`src/rtl/arf_frame_sequencer.sv`:
```
// Serial-to-frame sequencer around the combinational ARF datapath: loads operands, settles, captures, hands off.
// Optional macro ARF_FEEDBACK_EN: state operands come from captured results (8-word frames) instead of words 8/9 (10-word frames).
module arf_frame_sequencer #(
    parameter int unsigned W      = 16,
    parameter int unsigned SETTLE = 2,
    parameter int unsigned CW     = 4
) (
    input  logic           clk,
    input  logic           rst,
    input  logic           s_valid,
    output logic           s_ready,
    input  logic [W-1:0]   s_data,
    input  logic           clear_state,
    output logic [8*W-1:0] arf_in,
    output logic [W-1:0]   arf_in_13_1,
    output logic [W-1:0]   arf_in_14_1,
    input  logic [W-1:0]   arf_out_27,
    input  logic [W-1:0]   arf_out_28,
    output logic           m_valid,
    input  logic           m_ready,
    output logic [W-1:0]   m_data_27,
    output logic [W-1:0]   m_data_28,
    output logic           busy,
    output logic [15:0]    frame_cnt
);

`ifdef ARF_FEEDBACK_EN
    localparam int unsigned NW = 8;
`else
    localparam int unsigned NW = 10;
`endif
    localparam int unsigned IW = 4;

    typedef enum logic [1:0] {
        ST_LOAD = 2'd0,
        ST_WAIT = 2'd1,
        ST_OUT  = 2'd2
    } state_t;

    state_t        state, state_nxt;
    logic [IW-1:0] idx, idx_nxt;
    logic [CW-1:0] cnt, cnt_nxt;
    logic          accept, capture, handshake;
    logic          s_ready_nxt, m_valid_nxt, busy_nxt;
    logic [W-1:0]  slot [NW];

    // Next-state and handshake decode
    always_comb begin
        state_nxt   = state;
        idx_nxt     = idx;
        cnt_nxt     = cnt;
        accept      = 1'b0;
        capture     = 1'b0;
        handshake   = 1'b0;
        s_ready_nxt = 1'b1;
        m_valid_nxt = 1'b0;
        busy_nxt    = 1'b0;
        case (state)
            ST_LOAD: begin
                if (s_valid && s_ready) begin
                    accept = 1'b1;
                    if (idx == IW'(NW - 1)) begin
                        idx_nxt   = '0;
                        cnt_nxt   = CW'(SETTLE);
                        state_nxt = ST_WAIT;
                    end else begin
                        idx_nxt = idx + IW'(1);
                    end
                end
            end
            ST_WAIT: begin
                if (cnt == '0) begin
                    capture   = 1'b1;
                    state_nxt = ST_OUT;
                end else begin
                    cnt_nxt = cnt - CW'(1);
                end
            end
            ST_OUT: begin
                if (m_valid && m_ready) begin
                    handshake = 1'b1;
                    state_nxt = ST_LOAD;
                end
            end
            default: state_nxt = ST_LOAD;
        endcase
        // Status outputs are registered from the state being entered
        s_ready_nxt = (state_nxt == ST_LOAD);
        m_valid_nxt = (state_nxt == ST_OUT);
        busy_nxt    = (state_nxt != ST_LOAD);
    end

    always_ff @(posedge clk or posedge rst) begin
        if (rst) begin
            state     <= ST_LOAD;
            idx       <= '0;
            cnt       <= '0;
            s_ready   <= 1'b1;
            m_valid   <= 1'b0;
            busy      <= 1'b0;
            m_data_27 <= '0;
            m_data_28 <= '0;
            frame_cnt <= '0;
        end else begin
            state   <= state_nxt;
            idx     <= idx_nxt;
            cnt     <= cnt_nxt;
            s_ready <= s_ready_nxt;
            m_valid <= m_valid_nxt;
            busy    <= busy_nxt;
            if (capture) begin
                m_data_27 <= arf_out_27;
                m_data_28 <= arf_out_28;
            end
            if (handshake) begin
                frame_cnt <= frame_cnt + 16'd1;
            end
        end
    end

    // Operand slots keep stale values until overwritten
    always_ff @(posedge clk or posedge rst) begin
        if (rst) begin
            for (int k = 0; k < int'(NW); k++) begin
                slot[k] <= '0;
            end
        end else begin
            for (int k = 0; k < int'(NW); k++) begin
                if (accept && (idx == IW'(k))) begin
                    slot[k] <= s_data;
                end
            end
        end
    end

    always_comb begin
        arf_in = '0;
        for (int k = 0; k < 8; k++) begin
            arf_in[k*W +: W] = slot[k];
        end
    end

`ifdef ARF_FEEDBACK_EN
    logic [W-1:0] state_a, state_b;

    // Recursive state; a clear request overrides the write-back
    always_ff @(posedge clk or posedge rst) begin
        if (rst) begin
            state_a <= '0;
            state_b <= '0;
        end else if (clear_state) begin
            state_a <= '0;
            state_b <= '0;
        end else if (handshake) begin
            state_a <= m_data_27;
            state_b <= m_data_28;
        end
    end

    assign arf_in_13_1 = state_a;
    assign arf_in_14_1 = state_b;
`else
    logic unused_clear_state;

    assign unused_clear_state = clear_state;
    assign arf_in_13_1        = slot[8];
    assign arf_in_14_1        = slot[9];
`endif

endmodule

```
`config.mk`:
```
export PLATFORM = sky130hd
export DESIGN_NAME = arf_frame_sequencer
export DESIGN_NICKNAME = d
export VERILOG_FILES = /design/src/rtl/arf_frame_sequencer.sv
export SDC_FILE = /design/constraint.sdc
export NUM_CORES = 1
export LEC_CHECK = 0
export BUFFER_PORTS_ARGS = -buffer_cell sky130_fd_sc_hd__buf_2
export CORE_MARGIN = 5
export CORE_UTILIZATION = 45
export DETAILED_ROUTE_END_ITERATION = 16
export PLACE_DENSITY_LB_ADDON = 0.15
export SLEW_MARGIN = 20
export SYNTH_ARGS = -nofsm -noshare
export SYNTH_HDL_FRONTEND = slang
export SYNTH_SLANG_ARGS = --single-unit
```
`constraint.sdc`:
```
create_clock -name clk -period 8.7 [get_ports clk]
set_input_delay 1.74 -clock clk [delete_from_list [all_inputs] [get_ports clk]]
set_output_delay 1.74 -clock clk [all_outputs]
set_load 0.05 [all_outputs]
```
==> flow_metrics.env <==
export IMPL_cts_buffers=24
export IMPL_required_ns=9.09
export IMPL_cts_root_buf="clkbuf_16"
export IMPL_netlist_instances=545
export IMPL_hold_class="reg2reg"
export IMPL_syn_to_final_growth_pct=26.5
export IMPL_drt_iter0_drc=83
export IMPL_fillers=1514
export IMPL_ys_async_sr_fraction_pct=100
export IMPL_drt_wl_total_um=20500
export IMPL_cts_num_sinks=221
export IMPL_synthTopCellsByArea="dfrtp_1 65%, mux2_2 25%, xnor2_1 1.7%, buf_1 0.70%, nand2_1 0.70%"
export IMPL_cp_start_kind="input port"
export IMPL_syn_area_sq_um=8530
export IMPL_via_per_inst=5.07
export IMPL_grt_pass1_wl_um=32400
export IMPL_dp_final_hpwl_um=14400
export IMPL_crit_path_end_kind="flip-flop"
export IMPL_synthTopCellsByCount="220 x dfrtp_1, 193 x mux2_2, 17 x xnor2_1"
export IMPL_diodes=0
export IMPL_synth_most_common_cell="dfrtp_1"
export IMPL_gp_congestion=0.780
export IMPL_grt_setup_unrepaired="false"
export IMPL_synthesis_nets=600
export IMPL_post_route_period_util_pct=36.5
export IMPL_yosys_area_share_adder_pct=0.293
export IMPL_hold_ws_ns=0.467
export IMPL_synth_seq_cells=221
export IMPL_ios=264
export IMPL_synth_edf_count=0
export IMPL_synth_xor_area_share_pct=1.85
export IMPL_yosys_area_top_type_share_pct=64.5
export IMPL_stdcell_area_sq_um=10800
export IMPL_drc=0
export IMPL_nets=854
export IMPL_clock_tree_buffer_depth=3
export IMPL_drive_gt1_share_pct=61.9
export IMPL_post_cts_setup_buffers=0
export IMPL_min_period_ns=3.17
export IMPL_cts_tree="done"
export IMPL_overflow=0
export IMPL_status="complete, no violations"
export IMPL_cts_resized=0
export IMPL_synth_top_family_by_area="multiplexers"
export IMPL_worstMarginPinSlew_ns=1.05
export IMPL_hold_viol_final=0
export IMPL_num_rows=50
export IMPL_clock_latency_ns=0.50
export IMPL_grt_max_degree=135
export IMPL_place_area_sq_um=9990
export IMPL_die_w_um=148
export IMPL_finalSetupViolCount=0
export IMPL_multiInputGateArea_sq_um=2820
export IMPL_wl_per_cell_um=19.5
export IMPL_synthMuxAreaShare_pct=25.6
export IMPL_yosysSeqAreaShare_pct=64.8
export IMPL_yosys_area_share_simple_pct=4.69
export IMPL_core_sq_um=18700
export IMPL_regArea_sq_um=5530
export IMPL_die_h_um=148
export IMPL_clock_fmax_mhz=315
export IMPL_max_cap_violations=0
export IMPL_holdBufCountCts=0
export IMPL_yosysUniqueCellTypes=39
export IMPL_ant_nets=0
export IMPL_clk_pin_slew_worst_paths_ns=0.06
export IMPL_start_util_pct=45.6
export IMPL_num_vias=5327
export IMPL_critPathMaxFanout=17
export IMPL_drv_slew=0
export IMPL_synth_compound_area_share_pct=0.498
export IMPL_setup_tns_ns=0
export IMPL_portBuffers=262
export IMPL_yosysTopAreaCell="dfrtp_1"
export IMPL_worstSetupPathType="in2reg"
export IMPL_cp_arrival_ns=3.56
export IMPL_synth_main_ff_cell="dfrtp_1"
export IMPL_grt_usage_pct=18.6
export IMPL_relSlewSlack_pct=29.8
export IMPL_antenna_found_initial=0
export IMPL_grt_pass1_vias=5765
export IMPL_ctsHtreeMaxLevel=1
export IMPL_firstDrtPassIters=4
export IMPL_avgSynthCellArea_sq_um=15.7
export IMPL_yosysWarnings=0
export IMPL_fin_skew_ns=0.00633
export IMPL_dieArea_sq_um=21800
flip-flops by register name, summed over array words and instances, names as in the netlist:
register	cells
m_data_27	16
m_data_28	16
frame_cnt	16
busy	1
arf_in	128
arf_in_13_1	16
cnt	4
idx	4
arf_in_14_1	16
m_valid	1
s_ready	1
state	2
cell families (layout without fill, tap and decap cells):
family,after synthesis,in the layout
adder cells (fa/ha/maj),2,2
multiplexers,194,194
AO/OA/AOI/OAI,7,7
flip-flops,221,221
XOR/XNOR,18,18
AND/OR/NAND/NOR,64,64
buffers and inverters,39,310
layer usage:
metal / global-route usage (%) / vias to the layer above / share of wire (%)
li1: - / 2415 / -
met1: 23.9 / 2691 / 41
met2: 30.5 / 194 / 48
met3: 6.96 / 27 / 10
met4: 3.77 / 0 / 1.6
met5: 0 / - / 0
cells in the final DEF, fill, tap and decap left out, types with 2 or more instances in the layout:
cell type / count
a21oi_1: 2
and3_1: 3
and4_1: 2
buf_2: 262
bufinv_16: 2
clkbuf_1: 5
clkbuf_16: 25
clkbuf_8: 5
clkinv_2: 6
dfrtp_1: 220
ha_1: 2
inv_1: 3
mux2_2: 193
nand2_1: 16
nand2b_1: 3
nand3_1: 8
nand4_1: 5
nor2_1: 6
nor3_1: 2
nor3_4: 2
nor3b_1: 3
o21ai_0: 3
or3_1: 2
xnor2_1: 17
critical path: stages:
cell	delay, ns
buf_2	0.11
and4bb_2	0.25
nand3_1	0.22
nor2b_2	0.82
mux2_2	0.42
worst paths after layout:
| check | to | from | cells after the start | slack [ns] |
|---|---|---|---|---|
| setup / recovery | arf_in[117]$_DFFE_PP0P_ | s_valid | 5 | 5.53 |
| hold reg to reg | frame_cnt[15]$_DFFE_PP0P_ | frame_cnt[15]$_DFFE_PP0P_ | 1 | 0.47 |
| min in group asynchronous | arf_in[7]$_DFFE_PP0P_ | rst | 2 | 1.43 |
| hold / removal | frame_cnt[15]$_DFFE_PP0P_ | frame_cnt[15]$_DFFE_PP0P_ | 1 | 0.47 |
| max in group asynchronous | arf_in[104]$_DFFE_PP0P_ | rst | 3 | 5.93 |
| setup reg to reg | m_data_27[14]$_DFFE_PP0P_ | cnt[0]$_DFFE_PP0P_ | 5 | 6.22 |
layout make-up:
cell class | count | area share (%)
flip-flops and latches | 221 | 51.3
multi-input cells | 285 | 26.1
repair buffers | 263 | 12.3
clock buffers | 35 | 6.61
well taps | 234 | 2.71
clock inverters | 8 | 0.835
inverters | 4 | 0.209
through the flow:
stage | cells | setup slack [ns] | utilization (%)
floorplan | 545 | 0.912 | -
global placement | 1007 | 4.99 | 53.4
detailed placement | 1007 | 4.96 | 53.4
CTS | 1050 | 5.50 | 57.7
global route | 1050 | 5.42 | 57.7
finish | 1050 | 5.53 | 57.7
Power is left out: the tool's default activity adds up to more than one toggle a clock period on the data nets, which glitch-free logic cannot reach.
